File: config.mk
export PLATFORM = sky130hd
export DESIGN_NAME = usb_tx
export DESIGN_NICKNAME = d
export VERILOG_FILES = /design/src/rtl/usb_pkg.sv /design/src/rtl/usb_crc16.sv /design/src/rtl/usb_tx.sv
export SDC_FILE = /design/constraint.sdc
export NUM_CORES = 1
export LEC_CHECK = 0
export ABC_AREA = 1
export BUFFER_PORTS_ARGS = -buffer_cell sky130_fd_sc_hd__buf_2
export CAP_MARGIN = 15
export CORE_MARGIN = 3
export CORE_UTILIZATION = 54
export CTS_CLUSTER_SIZE = 14
export DETAILED_ROUTE_END_ITERATION = 8
export GPL_ROUTABILITY_DRIVEN = 0
export GPL_TIMING_DRIVEN = 1
export HOLD_SLACK_MARGIN = 0.12
export PLACE_DENSITY = 0.76
export SYNTH_ARGS = -nofsm -noshare
export SYNTH_HDL_FRONTEND = slang
export SYNTH_HIERARCHICAL = 1
export SYNTH_SLANG_ARGS = --single-unit
File: constraint.sdc
create_clock -name clk -period 1.9 [get_ports clk]
set_input_delay 0.19 -clock clk [delete_from_list [all_inputs] [get_ports clk]]
set_output_delay 0.19 -clock clk [all_outputs]
set_load 0.005 [all_outputs]
File: src/rtl/usb_pkg.sv
// Shared types and constants for the USB full-speed packet transmitter.
package usb_pkg;

   typedef enum logic [2:0] {
      OUT   = 3'd0,
      IN    = 3'd1,
      DATA0 = 3'd2,
      DATA1 = 3'd3,
      ACK   = 3'd4,
      NAK   = 3'd5,
      STALL = 3'd6,
      NONE  = 3'd7
   } tx_packet_t;

   typedef enum logic [2:0] {
      ST_IDLE,
      ST_SYNC,
      ST_PID,
      ST_DATA,
      ST_CRC,
      ST_EOP_SE0,
      ST_EOP_J,
      ST_ERROR
   } tx_state_t;

   localparam logic [7:0]  SYNC_BYTE  = 8'h80;
   localparam logic [7:0]  PID_DATA0  = 8'hC3;
   localparam logic [7:0]  PID_DATA1  = 8'h4B;
   localparam logic [7:0]  PID_ACK    = 8'hD2;
   localparam logic [7:0]  PID_NAK    = 8'h5A;
   localparam logic [7:0]  PID_STALL  = 8'h1E;
   localparam logic [15:0] CRC16_POLY = 16'h8005;
   localparam logic [15:0] CRC16_SEED = 16'hFFFF;

   function automatic logic [7:0] pid_of(input tx_packet_t pkt);
      logic [7:0] pid;
      case (pkt)
         DATA0:   pid = PID_DATA0;
         DATA1:   pid = PID_DATA1;
         ACK:     pid = PID_ACK;
         NAK:     pid = PID_NAK;
         STALL:   pid = PID_STALL;
         default: pid = 8'h00;
      endcase
      return pid;
   endfunction

endpackage

File: src/rtl/usb_crc16.sv
// Serial CRC16 (x^16+x^15+x^2+1), one payload bit per enable, LSB-first input.
module usb_crc16 (
   input  logic        clk,
   input  logic        n_rst,
   input  logic        clr,
   input  logic        en,
   input  logic        bit_in,
   output logic [15:0] crc
);
   import usb_pkg::*;

   logic [15:0] crc_q, crc_d;
   logic        fb;

   always_ff @(posedge clk or negedge n_rst) begin
      if (!n_rst) crc_q <= CRC16_SEED;
      else        crc_q <= crc_d;
   end

   always_comb begin
      fb    = bit_in ^ crc_q[15];
      crc_d = crc_q;
      if (clr)     crc_d = CRC16_SEED;
      else if (en) crc_d = {crc_q[14:0], 1'b0} ^ (fb ? CRC16_POLY : 16'h0000);
   end

   assign crc = crc_q;

endmodule

File: src/rtl/usb_tx.sv
// USB 1.1 full-speed device transmitter: SYNC, PID, payload, CRC16, EOP with NRZI and bit stuffing.
//   state      | meaning
//   ST_IDLE    | line J, waiting for an armed request
//   ST_SYNC    | sending the SYNC byte
//   ST_PID     | sending the PID byte
//   ST_DATA    | sending payload bytes popped from the FIFO
//   ST_CRC     | sending the inverted CRC16
//   ST_EOP_SE0 | two bit times of SE0
//   ST_EOP_J   | one bit time of J, then back to idle
//   ST_ERROR   | one-clock stop after a data request with an empty FIFO
module usb_tx (
   input  logic       clk,
   input  logic       n_rst,
   input  logic [2:0] tx_packet,
   input  logic [7:0] tx_packet_data,
   input  logic [6:0] buffer_occupancy,
   output logic       dp_out,
   output logic       dm_out,
   output logic       tx_transfer_active,
   output logic       tx_error,
   output logic       get_tx_packet_data
);
   import usb_pkg::*;

   tx_state_t   state_q, state_d;
   tx_packet_t  req;
   logic [3:0]  tmr_q, tmr_d;
   logic [1:0]  phase_q, phase_d;
   logic [3:0]  bit_cnt_q, bit_cnt_d;
   logic [2:0]  ones_q, ones_d;
   logic [7:0]  pid_q, pid_d;
   logic [7:0]  byte_q, byte_d;
   logic        is_data_q, is_data_d;
   logic        armed_q, armed_d;
   logic        err_q, err_d;
   logic        get_q, get_d;
   logic        dp_q, dp_d;
   logic        dm_q, dm_d;
   logic        accept, req_data, fifo_empty, strobe, stuff, cur_bit, line_nxt, field_done;
   logic        crc_clr, crc_en;
   logic [15:0] crc;

   assign req        = tx_packet_t'(tx_packet);
   assign req_data   = (req == DATA0) || (req == DATA1);
   assign fifo_empty = (buffer_occupancy == 7'd0);
   assign accept     = (state_q == ST_IDLE) && armed_q && (req inside {DATA0, DATA1, ACK, NAK, STALL});
   assign strobe     = (state_q != ST_IDLE) && (state_q != ST_ERROR) && (tmr_q == 4'd0);
   // six ones already on the line force a toggle before anything else, including SE0
   assign stuff      = (ones_q == 3'd6) && (state_q != ST_EOP_J);
   assign field_done = (state_q == ST_CRC) ? (bit_cnt_q == 4'd15) : (bit_cnt_q[2:0] == 3'd7);
   assign line_nxt   = cur_bit ? dp_q : ~dp_q;
   assign crc_clr    = (state_q == ST_IDLE);
   assign crc_en     = strobe && !stuff && (state_q == ST_DATA);

   always_comb begin
      case (state_q)
         ST_SYNC: cur_bit = SYNC_BYTE[bit_cnt_q[2:0]];
         ST_PID:  cur_bit = pid_q[bit_cnt_q[2:0]];
         ST_DATA: cur_bit = byte_q[bit_cnt_q[2:0]];
         ST_CRC:  cur_bit = ~crc[4'd15 - bit_cnt_q];
         default: cur_bit = 1'b1;
      endcase
   end

   usb_crc16 u_crc (
      .clk    (clk),
      .n_rst  (n_rst),
      .clr    (crc_clr),
      .en     (crc_en),
      .bit_in (cur_bit),
      .crc    (crc)
   );

   always_ff @(posedge clk or negedge n_rst) begin
      if (!n_rst) begin
         state_q   <= ST_IDLE;
         tmr_q     <= 4'd0;
         phase_q   <= 2'd0;
         bit_cnt_q <= 4'd0;
         ones_q    <= 3'd0;
         pid_q     <= 8'h00;
         byte_q    <= 8'h00;
         is_data_q <= 1'b0;
         armed_q   <= 1'b1;
         err_q     <= 1'b0;
         get_q     <= 1'b0;
         dp_q      <= 1'b1;
         dm_q      <= 1'b0;
      end else begin
         state_q   <= state_d;
         tmr_q     <= tmr_d;
         phase_q   <= phase_d;
         bit_cnt_q <= bit_cnt_d;
         ones_q    <= ones_d;
         pid_q     <= pid_d;
         byte_q    <= byte_d;
         is_data_q <= is_data_d;
         armed_q   <= armed_d;
         err_q     <= err_d;
         get_q     <= get_d;
         dp_q      <= dp_d;
         dm_q      <= dm_d;
      end
   end

   always_comb begin
      state_d   = state_q;
      tmr_d     = tmr_q;
      phase_d   = phase_q;
      bit_cnt_d = bit_cnt_q;
      ones_d    = ones_q;
      pid_d     = pid_q;
      byte_d    = byte_q;
      is_data_d = is_data_q;
      armed_d   = armed_q;
      err_d     = err_q;
      get_d     = 1'b0;
      dp_d      = dp_q;
      dm_d      = dm_q;
      if (req == NONE) armed_d = 1'b1;
      if (get_q)       byte_d  = tx_packet_data;
      case (state_q)
         ST_IDLE: begin
            tmr_d     = 4'd0;
            phase_d   = 2'd0;
            bit_cnt_d = 4'd0;
            ones_d    = 3'd0;
            dp_d      = 1'b1;
            dm_d      = 1'b0;
            if (accept) begin
               armed_d   = 1'b0;
               err_d     = 1'b0;
               pid_d     = pid_of(req);
               is_data_d = req_data;
               if (req_data && fifo_empty) begin
                  state_d = ST_ERROR;
                  err_d   = 1'b1;
               end else begin
                  state_d = ST_SYNC;
               end
            end
         end
         ST_ERROR: state_d = ST_IDLE;
         default: begin
            if (!strobe) begin
               tmr_d = tmr_q - 4'd1;
            end else begin
               // 8, 8, 9 clocks per bit gives 12 Mb/s on average from 100 MHz
               tmr_d   = (phase_q == 2'd2) ? 4'd8 : 4'd7;
               phase_d = (phase_q == 2'd2) ? 2'd0 : phase_q + 2'd1;
               if (stuff) begin
                  dp_d   = ~dp_q;
                  dm_d   = dp_q;
                  ones_d = 3'd0;
               end else if (state_q == ST_EOP_SE0) begin
                  dp_d      = 1'b0;
                  dm_d      = 1'b0;
                  ones_d    = 3'd0;
                  bit_cnt_d = bit_cnt_q + 4'd1;
                  if (bit_cnt_q == 4'd1) begin
                     bit_cnt_d = 4'd0;
                     state_d   = ST_EOP_J;
                  end
               end else if (state_q == ST_EOP_J) begin
                  dp_d      = 1'b1;
                  dm_d      = 1'b0;
                  bit_cnt_d = 4'd1;
                  if (bit_cnt_q == 4'd1) state_d = ST_IDLE;
               end else begin
                  dp_d      = line_nxt;
                  dm_d      = ~line_nxt;
                  ones_d    = cur_bit ? ones_q + 3'd1 : 3'd0;
                  bit_cnt_d = bit_cnt_q + 4'd1;
                  if (field_done) begin
                     bit_cnt_d = 4'd0;
                     case (state_q)
                        ST_SYNC: state_d = ST_PID;
                        ST_PID, ST_DATA: begin
                           if (!is_data_q) begin
                              state_d = ST_EOP_SE0;
                           end else if (!fifo_empty) begin
                              get_d   = 1'b1;
                              state_d = ST_DATA;
                           end else begin
                              state_d = ST_CRC;
                           end
                        end
                        default: state_d = ST_EOP_SE0;
                     endcase
                  end
               end
            end
         end
      endcase
   end

   always_comb begin
      tx_transfer_active = (state_q != ST_IDLE) && (state_q != ST_ERROR);
      tx_error           = err_q;
      get_tx_packet_data = get_q;
      dp_out             = dp_q;
      dm_out             = dm_q;
   end

endmodule

Word-level counts from Yosys, hierarchy flattened

Memories as Yosys holds them, arrays and structs flattened.
Cells that the tools add are included.

Add/subtract/negate cells: 5
$lt $le $gt $ge: 2
Equality and inequality tests: 26
Multiplexer cells: 69
Bitwise operators: 6
Reduce and logical (&&, ||, !) cells: 26

Operators with widths:

| operator                                            | number |
|---|---|
| 2-to-1 mux 16 bit                                   | 3 |
| 2-to-1 mux 3 bit                                    | 16 |
| case mux 8 bit (5 select lines)                     | 1 |
| 2-to-1 mux 4 bit                                    | 8 |
| == test 3 bit (second input constant)               | 10 |
| 2-to-1 mux 1 bit                                    | 27 |
| case mux 3 bit (2 select lines)                     | 3 |
| case mux 4 bit (2 select lines)                     | 2 |
| XOR 16 bit                                          | 1 |
| == test 3 x 2 -> 1 bit (second input constant)      | 4 |
| nonzero test 5 bit                                  | 2 |
| logical AND 1 bit                                   | 8 |
| logical NOT 7 bit                                   | 1 |
| binary-select mux 1 bit (select 3 bit)              | 2 |
| != test 3 bit (second input constant)               | 2 |
| AND reduction 3 bit                                 | 2 |
| AND reduction 6 bit                                 | 1 |
| nonzero test 3 bit                                  | 2 |
| < comparator 4 x 5 -> 1 bit (second input constant) | 1 |
| adder 4 x 1 -> 4 bit (second input constant)        | 1 |
| binary-select mux 1 bit (select 4 bit)              | 1 |
| == test 4 x 1 -> 1 bit (second input constant)      | 1 |
| == test 4 bit (second input constant)               | 1 |
| logical NOT 4 bit                                   | 1 |
| 25 further kinds                                    | 33 |

Bits in registers: 54
Memory bits (read-only): 8
Bits of input ports: 20
Output and inout bits: 5
Logic and storage cells: 149
Memories: 1

Memories:

| name            | depth | bits a word | read ports | clocked after Yosys merged registers in | wr ports | RTL line     | text |
|---|---|---|---|---|---|---|---|
| (no name shown) | 8     | 1           | 1          | 0                                       | 0        | usb_tx.sv:57 | `ST_SYNC: cur_bit = SYNC_BYTE[bit_cnt_q[2:0]];` |

Logic depth before layout (Yosys ltp)

Gate-level depths: netlist (run 1).

Word-level depth: 12
Mapped depth: 16
Gate-level depth less buffers: 14

Cells and area by module

Netlist (run 1), hierarchy kept.

Modules (own cells, without submodules):

| module    | times used | cells each | area an instance (sq um) | seq. area each (sq um) |
|---|---|---|---|---|
| usb_tx    | 1          | 328        | 2,349.8                  | 928.4 |
| usb_crc16 | 1          | 68         | 748.2                    | 420.4 |

Worst setup path before layout (run 1)

OpenSTA, ideal clock, no wires.

Kind: reg-to-reg
From: register state_q[2]
To: register u_crc.crc_q[12], in the netlist u_crc/crc[12]
Setup time: 0.088 ns
Data arrival time: 1.863 ns
Data required time: 1.812 ns
Setup slack: -0.051 ns
Cell stages (with the launch flop): 13
Buffers on the path: 2
Clock period less this slack: 1.951 ns
Path through: dfrtp_1 > buf_6 > inv_2 > nor2_2 > nor2_4 > nand2_4 > nor2_4 > inv_2 > nor3_1 > inv_2 > nor2_2 > buf_6 > a22oi_2

Cells in the longest elaborated chain, start to end: 6
Elaborated cells on any way between the ends: 13
Those cells by class: 3 x eq/ne; 1 x mux; 9 x reduce/logical

Ends and longest elaborated chain:

| what                                                       | RTL line        | text |
|---|---|---|
| from (decl)                                                | usb_tx.sv:25    | `tx_state_t state_q, state_d;` |
| from (signal assigned)                                     | usb_tx.sv:90    | `state_q <= state_d;` |
| != test 3 bit / nonzero test 3 bit (equally long branches) | n/a             |  |
| logical AND 1 bit *                                        | n/a             |  |
| via tx_transfer_active                                     | usb_tx.sv:19    | `output logic tx_transfer_active,` |
| logical AND 1 bit *                                        | usb_tx.sv:47    | `assign strobe = (state_q != ST_IDLE) && (state_q != ST_ERROR) && (tmr_q == 4'd0);` |
| logical AND 1 bit * (2 in series)                          | usb_tx.sv:53    | `assign crc_en = strobe && !stuff && (state_q == ST_DATA);` |
| via crc_en                                                 | usb_tx.sv:40    | `logic crc_clr, crc_en;` |
| nonzero test 2 bit (no line) *                             | n/a             |  |
| to (signal assigned)                                       | usb_crc16.sv:17 | `else crc_q <= crc_d;` |
| to (decl)                                                  | usb_crc16.sv:12 | `logic [15:0] crc_q, crc_d;` |

Mark *: on every way through the listed nets, which the timed path passes. The rest lies on a longest branch.
A chain may end at the register's enable or synchronous reset.

Worst setup path after layout (run 1)

From: register bit_cnt_q[0]
To: register u_crc.crc_q[2], in the netlist u_crc/crc[2]

Cells in the longest elaborated chain, start to end: 10
Elaborated cells on any way between the ends: 16
Those cells by class: 1 x add/sub; 11 x mux; 3 x bitwise; 1 x memory

Ends and longest elaborated chain:

| what                                   | RTL line        | text |
|---|---|---|
| from (decl)                            | usb_tx.sv:29    | `logic [3:0] bit_cnt_q, bit_cnt_d;` |
| from (signal assigned)                 | usb_tx.sv:93    | `bit_cnt_q <= bit_cnt_d;` |
| subtractor 4 bit                       | usb_tx.sv:60    | `ST_CRC: cur_bit = ~crc[4'd15 - bit_cnt_q];` |
| binary-select mux 1 bit (select 4 bit) | usb_tx.sv:60    |  |
| 2-to-1 mux 1 bit (implied by the code) | usb_tx.sv:60    |  |
| NOT 1 bit                              | usb_tx.sv:60    |  |
| case mux 1 bit (4 select lines) *      | usb_tx.sv:56    | `case (state_q)` |
| via cur_bit                            | usb_tx.sv:39    | `logic accept, req_data, fifo_empty, strobe, stuff, cur_bit, line_nxt, field_done;` |
| XOR 1 bit *                            | usb_crc16.sv:21 | `fb = bit_in ^ crc_q[15];` |
| 2-to-1 mux 16 bit *                    | usb_crc16.sv:24 | `else if (en) crc_d = {crc_q[14:0], 1'b0} ^ (fb ? CRC16_POLY : 16'h0000);` |
| XOR 16 bit *                           | usb_crc16.sv:24 |  |
| 2-to-1 mux 16 bit *                    | usb_crc16.sv:24 |  |
| 2-to-1 mux 16 bit *                    | usb_crc16.sv:23 | `if (clr) crc_d = CRC16_SEED;` |

Mark *: on every way through the listed nets, which the timed path passes. The rest lies on a longest branch. The select of a mux whose other input is x is not followed.

==> results of run 1 <==
## sequential cells by signal (all words and copies together) (netlist names), 2 cells and up
| name | flops |
|---|---|
| phase_q | 2 |
| pid_q | 7 |
| state_q | 3 |
| ones_q | 3 |
| tmr_q | 4 |
| bit_cnt_q | 4 |
| u_crc/crc | 16 |
| byte_q | 8 |
## per-stage QoR
stage | hold WS, ps | TNS [ps] | instance area [sq um] | instances
after detailed placement | 222.7 | -825.7 | 3383 | 497
after CTS | 121.3 | 0 | 3578 | 515
after floorplan | -105.6 | 0 | 3103 | 396
final | 118.1 | -3.040 | 3821 | 518
after global placement | 223.0 | -67.74 | 3383 | 497
after global routing | 147.5 | -300.0 | 3821 | 518
## area by class of cell
| cell class | instances | share of cell area, % |
|---|---|---|
| multi-input cells | 268 | 41.78 |
| flip-flops and latches | 53 | 35.36 |
| repair buffers | 53 | 11.62 |
| inverters | 66 | 6.778 |
| well taps | 70 | 2.292 |
| clock buffers | 6 | 1.899 |
| clock inverters | 2 | 0.2620 |
## kinds of logic (layout without fill, tap and decap cells)
group / count (synthesis) / count (layout) / synth area share (%)
AND/OR/NAND/NOR: 190 / 190 / 26.78
buffers and inverters: 75 / 127 / 10.42
AO/OA/AOI/OAI: 66 / 66 / 14.86
flip-flops: 53 / 53 / 43.54
adder cells (fa/ha/maj): 8 / 8 / 3.231
XOR/XNOR: 3 / 3 / 0.8483
multiplexers: 1 / 1 / 0.3231
## critical path: cells and delay by family, from the launching register on
kind	cells	cell delay (ps)
compound gates	1	130
buf+inv	1	130
flops	1	520
simple gates	7	660
fa+ha+maj	2	400
## routing by layer
metal,track usage (%),part of all wire (%),up-vias
met4,5.814,1.9,0
li1,-,-,1367
met5,0,0,-
met3,3.180,5.1,14
met1,27.60,47,1289
met2,34.65,46,93
## path summary, 6_finish.rpt
kind	endpoint	slack [ps]
min in group asynchronous	byte_q[7]	410
min reg2reg	tx_error	490
max in group asynchronous	armed_q	860
min	byte_q[2]	120
max reg2reg	u_crc/crc[2]	-3
max	u_crc/crc[2]	-3
## what timing repair did
action                                 4_1_cts  5_1_grt
hold buffers                                 8        0
endpoints found under the hold margin       30        0
pin swaps                                    2       12
gates resized for setup                      6       54
setup buffers                                2        2
setup endpoints to repair                   15       25
cloned                                       0        1
## layout by cell type (no fill, tap or decap), types with 8 or more instances in the layout
cell type and n:
buf_2 24, o21ai_0 24, buf_4 12, nand3_1 25
nand3_2 11, a22oi_2 11, nor2_1 25, dlygate4sd3_1 8
nand2_2 8, dfstp_2 18, inv_2 10, dfrtp_1 33
a21oi_1 11, inv_1 53, nand2_1 98
## power groups by stage
stage | clock network [mW] | registers (mW) | logic, mW
finish | 0.606 | 1.58 | 2.63
global route | 0.677 | 1.61 | 2.90
CTS | 0.621 | 1.53 | 2.21
detailed placement | 0 | 1.55 | 2.12
global placement | 0 | 1.54 | 2.06
floorplan | 0 | 1.51 | 1.64
==> metrics.md, run 1 <==
| Metric | Value |
|---|---|
| Setup violators final | 1 |
| Static leakage | 1.919 nW |
| DRT Wirelength | 6.945 mm |
| Worst endpoint data arrival time | 2150 ps |
| Max Freq | 525.5 MHz |
| DP HPWL | 4.810 mm |
| Worst Setup SP | bit_cnt_q[0] |
| # fillers | 398 |
| WP data required | 2150 ps |
| Synth area leader | dfrtp_1 |
| Total CTS buffers | 5 |
| First-pass GRT wire length | 10.84 mm |
| Routed Antenna Nets | 0 |
| Slew headroom | 60.53% |
| Combinational Power Share | 54.6% |
| DR vias/cell | 5.334 |
| CP max FO | 5 |
| Starting Density | 58.07% |
| # diodes | 0 |
| WS Path Type | reg2reg |
| Power per cell area | 1258 nW/um^2 |
| Switching Fraction | 44.81% |
| Syn avg cell area | 7.823 sq um |
| Core ar. | 5335 sq um |
| DRC Markers | 0 |
| Ys async rst share | 100.0% |
| Setup Skew | 8.516 ps |
| Tot Pwr | 4.808 mW |
| Post-synth cell types | 40 |
| Initial drt markers | 185 |
| Status | finished with violations |
| Worst stage delay on the critical path | 520 ps |
| Sequential area share after synthesis | 43.54% |
| Final setup margin | -3.040 ps |
| Largest net degree at the start of global routing | 30 |
| CTS tree | built |
| Pre-CTS setup slack | -108.2 ps |
| Area Overhead vs Synth | 23.34% |
| Hold Crit Start | tx_packet_data[2] |
| Initial antenna violation count | 0 |
| RSZ-0062 raised after global routing | true |
| Most used DFF post-synth | dfrtp_1 |
| WHS Path Cells | 3 |
| Global Route Usage Sum | 20.62% |
| H-Tree Depth | 2 |
| Least-Margin Pin Slew | 592.1 ps |
| Layout Utilization | 71.62% |
| Worst skew pair latency | 310 ps |
| Top cell type's share of synthesized area | 28.27% |
| Netlist Area Pre-Place | 3098 sq um |
| Crit share post-route | 100.2% |
| Yosys Warn Count | 6 |
| Die W | 81.74 um |
| Post-synth EDFFs | 0 |
| Slowest CP cell | dfrtp_2 |
| Syn Nets | 424 |
| Clock-pin transition on the worst setup and hold timing paths | 90 ps |
| #FFs+latches synth | 53 |
| Crit path time final | 1903 ps |
| Worst-case clock buffer depth | 2 |
| Reg2Reg Depth | 11 |
| Failing checks | setup timing |
| Grt ovf | 0 |
| Slew Limit Fails | 0 |
| Area contributors post-synth | dfrtp_1 28%, dfstp_2 15%, nand2_1 13% |
| Worst min path class | in2reg |
| RR Startpoint | bit_cnt_q[0] |
| Rows | 26 |
| Root Buffer | clkbuf_8 |
| Max IR drop VDD | 0.0007098 V |
| CP Cell Sequence | ha_4, ha_1, inv_1, nor3_4, a21oi_4, nand3_4, nand2_1, nand2_2, nand2_1, nand3_1, nand2_1 |
| Final net count | 475 |
| Pre-antenna DRT Iters | 5 |
| Vias in the first global route | 2,516 |
| Layout cell share with drive strength beyond 1 | 31.03% |
| Vias | 2,763 |
| P_sw | 2.154 mW |
| CP Capture Type | register |
| Pint | 2.654 mW |
| Most frequent CP cell | nand2_1 |
| Synth cell count leaders | 106 x nand2_1, 59 x inv_1, 36 x nand3_1 |
| IO buf count | 24 |
| Final Hold Fails | 0 |
| Wire per inst | 13.41 um |
| Storage cell area | 1351 sq um |
| MaxCap Viol Count | 0 |
| Multi-input logic area | 1597 sq um |
| Count leader, synth | nand2_1 |
| Startpoint Class | register |
| DIE AREA | 6681 sq um |
| Clock network power share | 12.6% |
| Clock Sinks | 53 |
| Die Y | 81.74 um |
| I/O Pins | 25 |
| Synth Instances | 396 |
| Reg power frac | 32.8% |
Power figures use the tool's default switching activity.
==> run 2, diff against run 1 <==
RECOVER_POWER = 100   (was default)
==> metrics.md, run 2 (synthesis gave the netlist of run 1 again) <==
| Metric | Value |
|---|---|
| Status | finished, final reports clean |
| Setup Skew | 7.782 ps |
| Storage cell area | 1351 sq um |
| DRT Wirelength | 6.914 mm |
| Root Buffer | clkbuf_8 |
| Worst Setup SP | bit_cnt_q[0] |
| DR vias/cell | 5.292 |
| Clock Sinks | 53 |
| First-pass GRT wire length | 10.84 mm |
| Die Y | 81.74 um |
| Slowest CP cell | dfrtp_2 |
| Slew headroom | 54.96% |
| Largest net degree at the start of global routing | 30 |
| # diodes | 0 |
| Switching Fraction | 44.77% |
| Routed Antenna Nets | 0 |
| Worst min path class | in2reg |
| Wire per inst | 13.35 um |
| Tot Pwr | 4.794 mW |
| Die W | 81.74 um |
| Crit share post-route | 99.70% |
| DRC Markers | 0 |
| Crit path buffers/inverters | 1 |
| P_sw | 2.146 mW |
| Final setup margin | 5.781 ps |
| Grt ovf | 0 |
| RSZ-0062 raised after global routing | true |
| Slew Limit Fails | 0 |
| IO buf count | 24 |
| Most common cell after layout, fill and taps aside | nand2_1 |
| Final Hold Fails | 0 |
| # fillers | 401 |
| Most frequent cells in the layout | 98 x nand2_1, 53 x inv_1, 33 x dfrtp_1 |
| DIE AREA | 6681 sq um |
| Reg2Reg Depth | 11 |
| CP Capture Type | register |
| Static leakage | 1.910 nW |
| CP delay by family, top | simple AND/OR/NAND/NOR gates |
| Worst endpoint data arrival time | 2140 ps |
| Vias | 2,741 |
| Rows | 26 |
| Crit Reg-Reg Endpoint | u_crc/crc[2] |
| Max Freq | 527.9 MHz |
| Total CTS buffers | 5 |
| Reg power frac | 32.9% |
| Pre-antenna DRT Iters | 5 |
| Multi-input logic area | 1597 sq um |
| Initial antenna violation count | 0 |
| Clock-pin transition on the worst setup and hold timing paths | 90 ps |
| Least-Margin Pin Slew | 675.6 ps |
| Vias in the first global route | 2,516 |
| Number of flip-flops in the largest register | 16 |
| Most frequent CP cell | nand2_1 |
| Initial drt markers | 189 |
| I/O Pins | 25 |
| Crit path time final | 1894 ps |
| Clock network power share | 12.6% |
| H-Tree Depth | 2 |
| Max IR drop VDD | 0.0007100 V |
| R2R setup slack | 6 ps |
| WS Path Type | reg2reg |
| Starting Density | 58.07% |
| Setup tns final | 0 ps |
| CP max FO | 5 |
| RR Startpoint | bit_cnt_q[0] |
| CTS tree | built |
| Layout cell share with drive strength beyond 1 | 30.80% |
| Core ar. | 5335 sq um |
| Worst stage delay on the critical path | 520 ps |
| Global Route Usage Sum | 20.62% |
| CP Cell Sequence | ha_4, ha_1, inv_1, nor3_4, a21oi_4, nand3_4, nand2_1, nand2_2, nand2_1, nand3_1, nand2_1 |
| Startpoint Class | register |
| DP HPWL | 4.810 mm |
| WP data required | 2150 ps |
| Worst-case clock buffer depth | 2 |
| Crit path depth | 11 |
| Combinational Power Share | 54.5% |
| Final net count | 475 |
| Critical Path End | u_crc/crc[2] |
| Setup violators final | 0 |
| Worst skew pair latency | 310 ps |
| Fin Hold WS | 118.3 ps |
| Pre-CTS setup slack | -108.2 ps |
| Power per cell area | 1260 nW/um^2 |
| Pint | 2.648 mW |
| Area Overhead vs Synth | 22.82% |
| MaxCap Viol Count | 0 |
[run 2: cell type report]
type	count	share of cell area, %
Multi-Input combinational cell	268	41.96
Clock inverter	2	0.2631
Tap cell	70	2.302
Timing Repair Buffer	53	11.25
Inverter	66	6.807
Clock buffer	6	1.907
Sequential cell	53	35.51
[run 2: power groups by stage]
stage,sequential (mW),combinational [mW],clock (mW)
floorplan,1.51,1.64,0
global placement,1.54,2.06,0
detailed placement,1.55,2.12,0
CTS,1.53,2.21,0.621
global route,1.61,2.89,0.677
finish,1.58,2.61,0.606
[run 2: per-stage QoR]
stage               cell area [sq um]  utilization, %  instances
floorplan                        3103               -        396
global placement                 3383           63.41        497
detailed placement               3383           63.41        497
CTS                              3578           67.07        515
global route                     3805           71.32        518
finish                           3805           71.32        518
[run 2: what timing repair did]
item | in CTS | in global routing
hold buffers | 8 | 0
pin swaps | 2 | 12
hold endpoints to repair | 30 | 0
setup buffers | 2 | 2
cloned | 0 | 1
resized for setup | 6 | 54
setup endpoints to repair | 15 | 25
[run 2: layer usage]
layer	vias to the layer above	GRT usage (%)	share of wire (%)
li1	1366	-	-
met1	1282	27.60	47
met2	80	34.65	46
met3	13	3.180	4.9
met4	0	5.814	1.8
met5	-	0	0
[run 2: worst min path at each step]
stage          slack, ps  depth (start not counted)              start      endpoint
4_1_cts              120                          3  tx_packet_data[2]     byte_q[2]
5_1_grt              150                          3  tx_packet_data[2]     byte_q[2]
3_3_place_gp         220                          1              n_rst     byte_q[7]
6_report             120                          3  tx_packet_data[2]     byte_q[2]
3_5_place_dp         220                          1              n_rst     byte_q[7]
2_1_floorplan       -110                          0              n_rst  bit_cnt_q[0]
[run 2: worst min-delay path, stage by stage]
cell,delay [ps]
buf_2,80
nand2_1,40
o21ai_0,80
==> run 3, diff against run 2 <==
ABC_AREA = 0   (was 1)
==> metrics.md, run 3 <==
| Metric | Value |
|---|---|
| Largest net degree at the start of global routing | 34 |
| Final net count | 440 |
| Initial drt markers | 206 |
| Global Route Usage Sum | 25.26% |
| Synth area leader | dfrtp_1 |
| Worst min path class | in2reg |
| Most used DFF post-synth | dfrtp_1 |
| Starting Density | 56.14% |
| Met3 usage | 3.289% |
| # diodes | 0 |
| Post-DP Area | 3726 sq um |
| Most frequent cells in the layout | 66 x buf_4, 34 x dfrtp_1, 31 x nand2_1 |
| Layout Utilization | 76.42% |
| Pre-antenna DRT Iters | 4 |
| Wire per inst | 16.45 um |
| WP data required | 2140 ps |
| Number of flip-flops in the largest register | 16 |
| Static leakage | 1.889 nW |
| Slew headroom | 23.02% |
| Rows | 27 |
| CTS tree | built |
| Syn avg cell area | 10.07 sq um |
| Worst-case clock buffer depth | 2 |
| Final Hold Fails | 0 |
| Gr busiest metal | met2 |
| IO buf count | 24 |
| Routed Antenna Nets | 0 |
| DR vias/cell | 5.841 |
| Least-Margin Pin Slew | 1155 ps |
| Die Y | 81.90 um |
| DIE AREA | 6707 sq um |
| #FFs+latches synth | 53 |
| Layout cell share with drive strength beyond 1 | 44.79% |
| DP HPWL | 5.211 mm |
| Core ar. | 5540 sq um |
| Max IR drop VDD | 0.0007598 V |
| Top cell type's share of synthesized area | 28.16% |
| Crit share post-route | 115.8% |
| First-pass GRT wire length | 12.95 mm |
| CP Cell Sequence | buf_6, mux4_2, o211ai_2, nand4_4, xnor2_2, o21ai_1, or3b_1 |
| DRC Markers | 0 |
| Clock Sinks | 53 |
| Met2 Resource Use GR | 44.99% |
| Worst stage delay on the critical path | 500 ps |
| Area contributors post-synth | dfrtp_1 28%, dfstp_2 15%, nand2_1 4.0% |
| Met1 Usage GRT | 32.76% |
| Final setup margin | -299.5 ps |
| Status | finished with violations |
| WS Path Type | reg2reg |
| Area Overhead vs Synth | 36.12% |
| Crit path time final | 2200 ps |
| Post-synth cell types | 58 |
| Clock-pin transition on the worst setup and hold timing paths | 100 ps |
| H-Tree Depth | 2 |
| Post-synth EDFFs | 0 |
| Most common cell after layout, fill and taps aside | buf_4 |
| CP max FO | 5 |
| Fin cells | 485 |
| Root Buffer | clkbuf_8 |
| Grt ovf | 0 |
| Synth Instances | 309 |
| CP Capture Type | register |
| Total CTS buffers | 5 |
| RSZ-0062 raised after global routing | true |
| Power per cell area | 1420 nW/um^2 |
| Fin area | 4234 sq um |
| Vias in the first global route | 2,770 |
| Initial antenna violation count | 0 |
| Die W | 81.90 um |
| Netlist Area Pre-Place | 3110 sq um |
| Startpoint Class | register |
| I/O Pins | 25 |
| DRT Wirelength | 7.976 mm |
| Yosys Warn Count | 6 |
| Synth cell count leaders | 35 x dfrtp_1, 33 x nand2_1, 23 x nor2_1 |
| Count leader, synth | dfrtp_1 |
| MaxCap Viol Count | 0 |
| Vias | 2,833 |
| Ys async rst share | 100.0% |
| Syn Nets | 337 |
| Setup violators final | 31 |
| Slowest CP cell | mux4_2 |
| Slew Limit Fails | 0 |
| Worst endpoint data arrival time | 2440 ps |
| Failing checks | setup timing |
| Setup Skew | 7.089 ps |
| Max Freq | 454.6 MHz |
| DP Cell Count | 448 |
| Sequential area share after synthesis | 43.36% |
| Worst skew pair latency | 310 ps |
## run 3: cell count changes in the layout (fill, tap and decap cells not counted), moves of 10 or more
cell,change
nand2_1,-67
buf_4,+54
inv_1,-46
nand3_1,-18
o21ai_0,-12
a211o_1,+11
a22oi_2,-11
nand3_2,-11
nor2b_1,+10
## run 3: layer usage
metal / up-vias / wire (um)
li1: 1341 / -
met1: 1391 / 3301
met2: 87 / 4172
met3: 14 / 379
met4: 0 / 123
met5: - / 0
## run 3: logic make-up (layout without fill, tap and decap cells)
family,Yosys count,in the layout,share of synthesized area [%]
simple gates,111,111,18.74
mux,22,22,10.86
compound gates,82,82,18.14
flops,53,53,43.36
fa+ha+maj,8,8,3.218
buf+inv,27,131,3.982
xor+xnor,6,6,1.690
## run 3: critical path: cells and delay by family (launching register included)
kind                   cells  cell delay, ps
buffers and inverters      1             140
XOR/XNOR                   1             180
flip-flops                 1             450
multiplexers               1             500
AND/OR/NAND/NOR            2             530
AO/OA/AOI/OAI              2             320
## run 3: area by class of cell
| class | instances | area [sq um] |
|---|---|---|
| clock buffers | 5 | 68.82 |
| multi-input cells | 229 | 1808 |
| repair buffers | 111 | 822.0 |
| fillers | 355 | 1306 |
| flip-flops and latches | 53 | 1350 |
| inverters | 12 | 51.30 |
| clock inverters | 3 | 43.79 |
| well taps | 72 | 90.09 |
## run 3: power breakdown
part           switching [mW]  internal [mW]
Combinational            1.66           1.70
Sequential              0.301           1.57
Clock                   0.386          0.395
Total                    2.35           3.66
## run 3: worst paths after layout
kind / startpoint / slack [ps] / end / depth (start not counted)
worst min register to register: tx_error / 500 / tx_error / 2
min in group asynchronous: n_rst / 620 / tmr_q[3] / 2
worst max-delay path: bit_cnt_q[0] / -300 / u_crc/crc[15] / 7
max in group asynchronous: n_rst / 210 / armed_q / 3
worst max register to register: bit_cnt_q[0] / -300 / u_crc/crc[15] / 7
worst min-delay path: tx_packet[2] / 220 / pid_q[1] / 3
## run 3: timing repair
item | CTS | global route
buffers inserted | 14 | 6
setup endpoints to repair | 29 | 40
hold endpoints to repair | 21 | 0
hold buffers | 10 | 0
gates cloned | 1 | 0
pin swaps | 20 | 11
gates resized for setup | 26 | 21
## run 3: through the flow
| step | worst slack, ps | power (mW) | hold WS [ps] | TNS (ps) |
|---|---|---|---|---|
| 6_report | -299.5 | 6.014 | 216.5 | -4771 |
| 5_1_grt | -407.5 | 6.436 | 238.8 | -9875 |
| 4_1_cts | -287.2 | 5.771 | 184.2 | -3911 |
| 3_5_place_dp | -365.9 | 4.707 | 194.1 | -7416 |
| 2_1_floorplan | -329.2 | 3.631 | -105.6 | -3682 |
| 3_3_place_gp | -285.1 | 4.599 | 185.8 | -5952 |
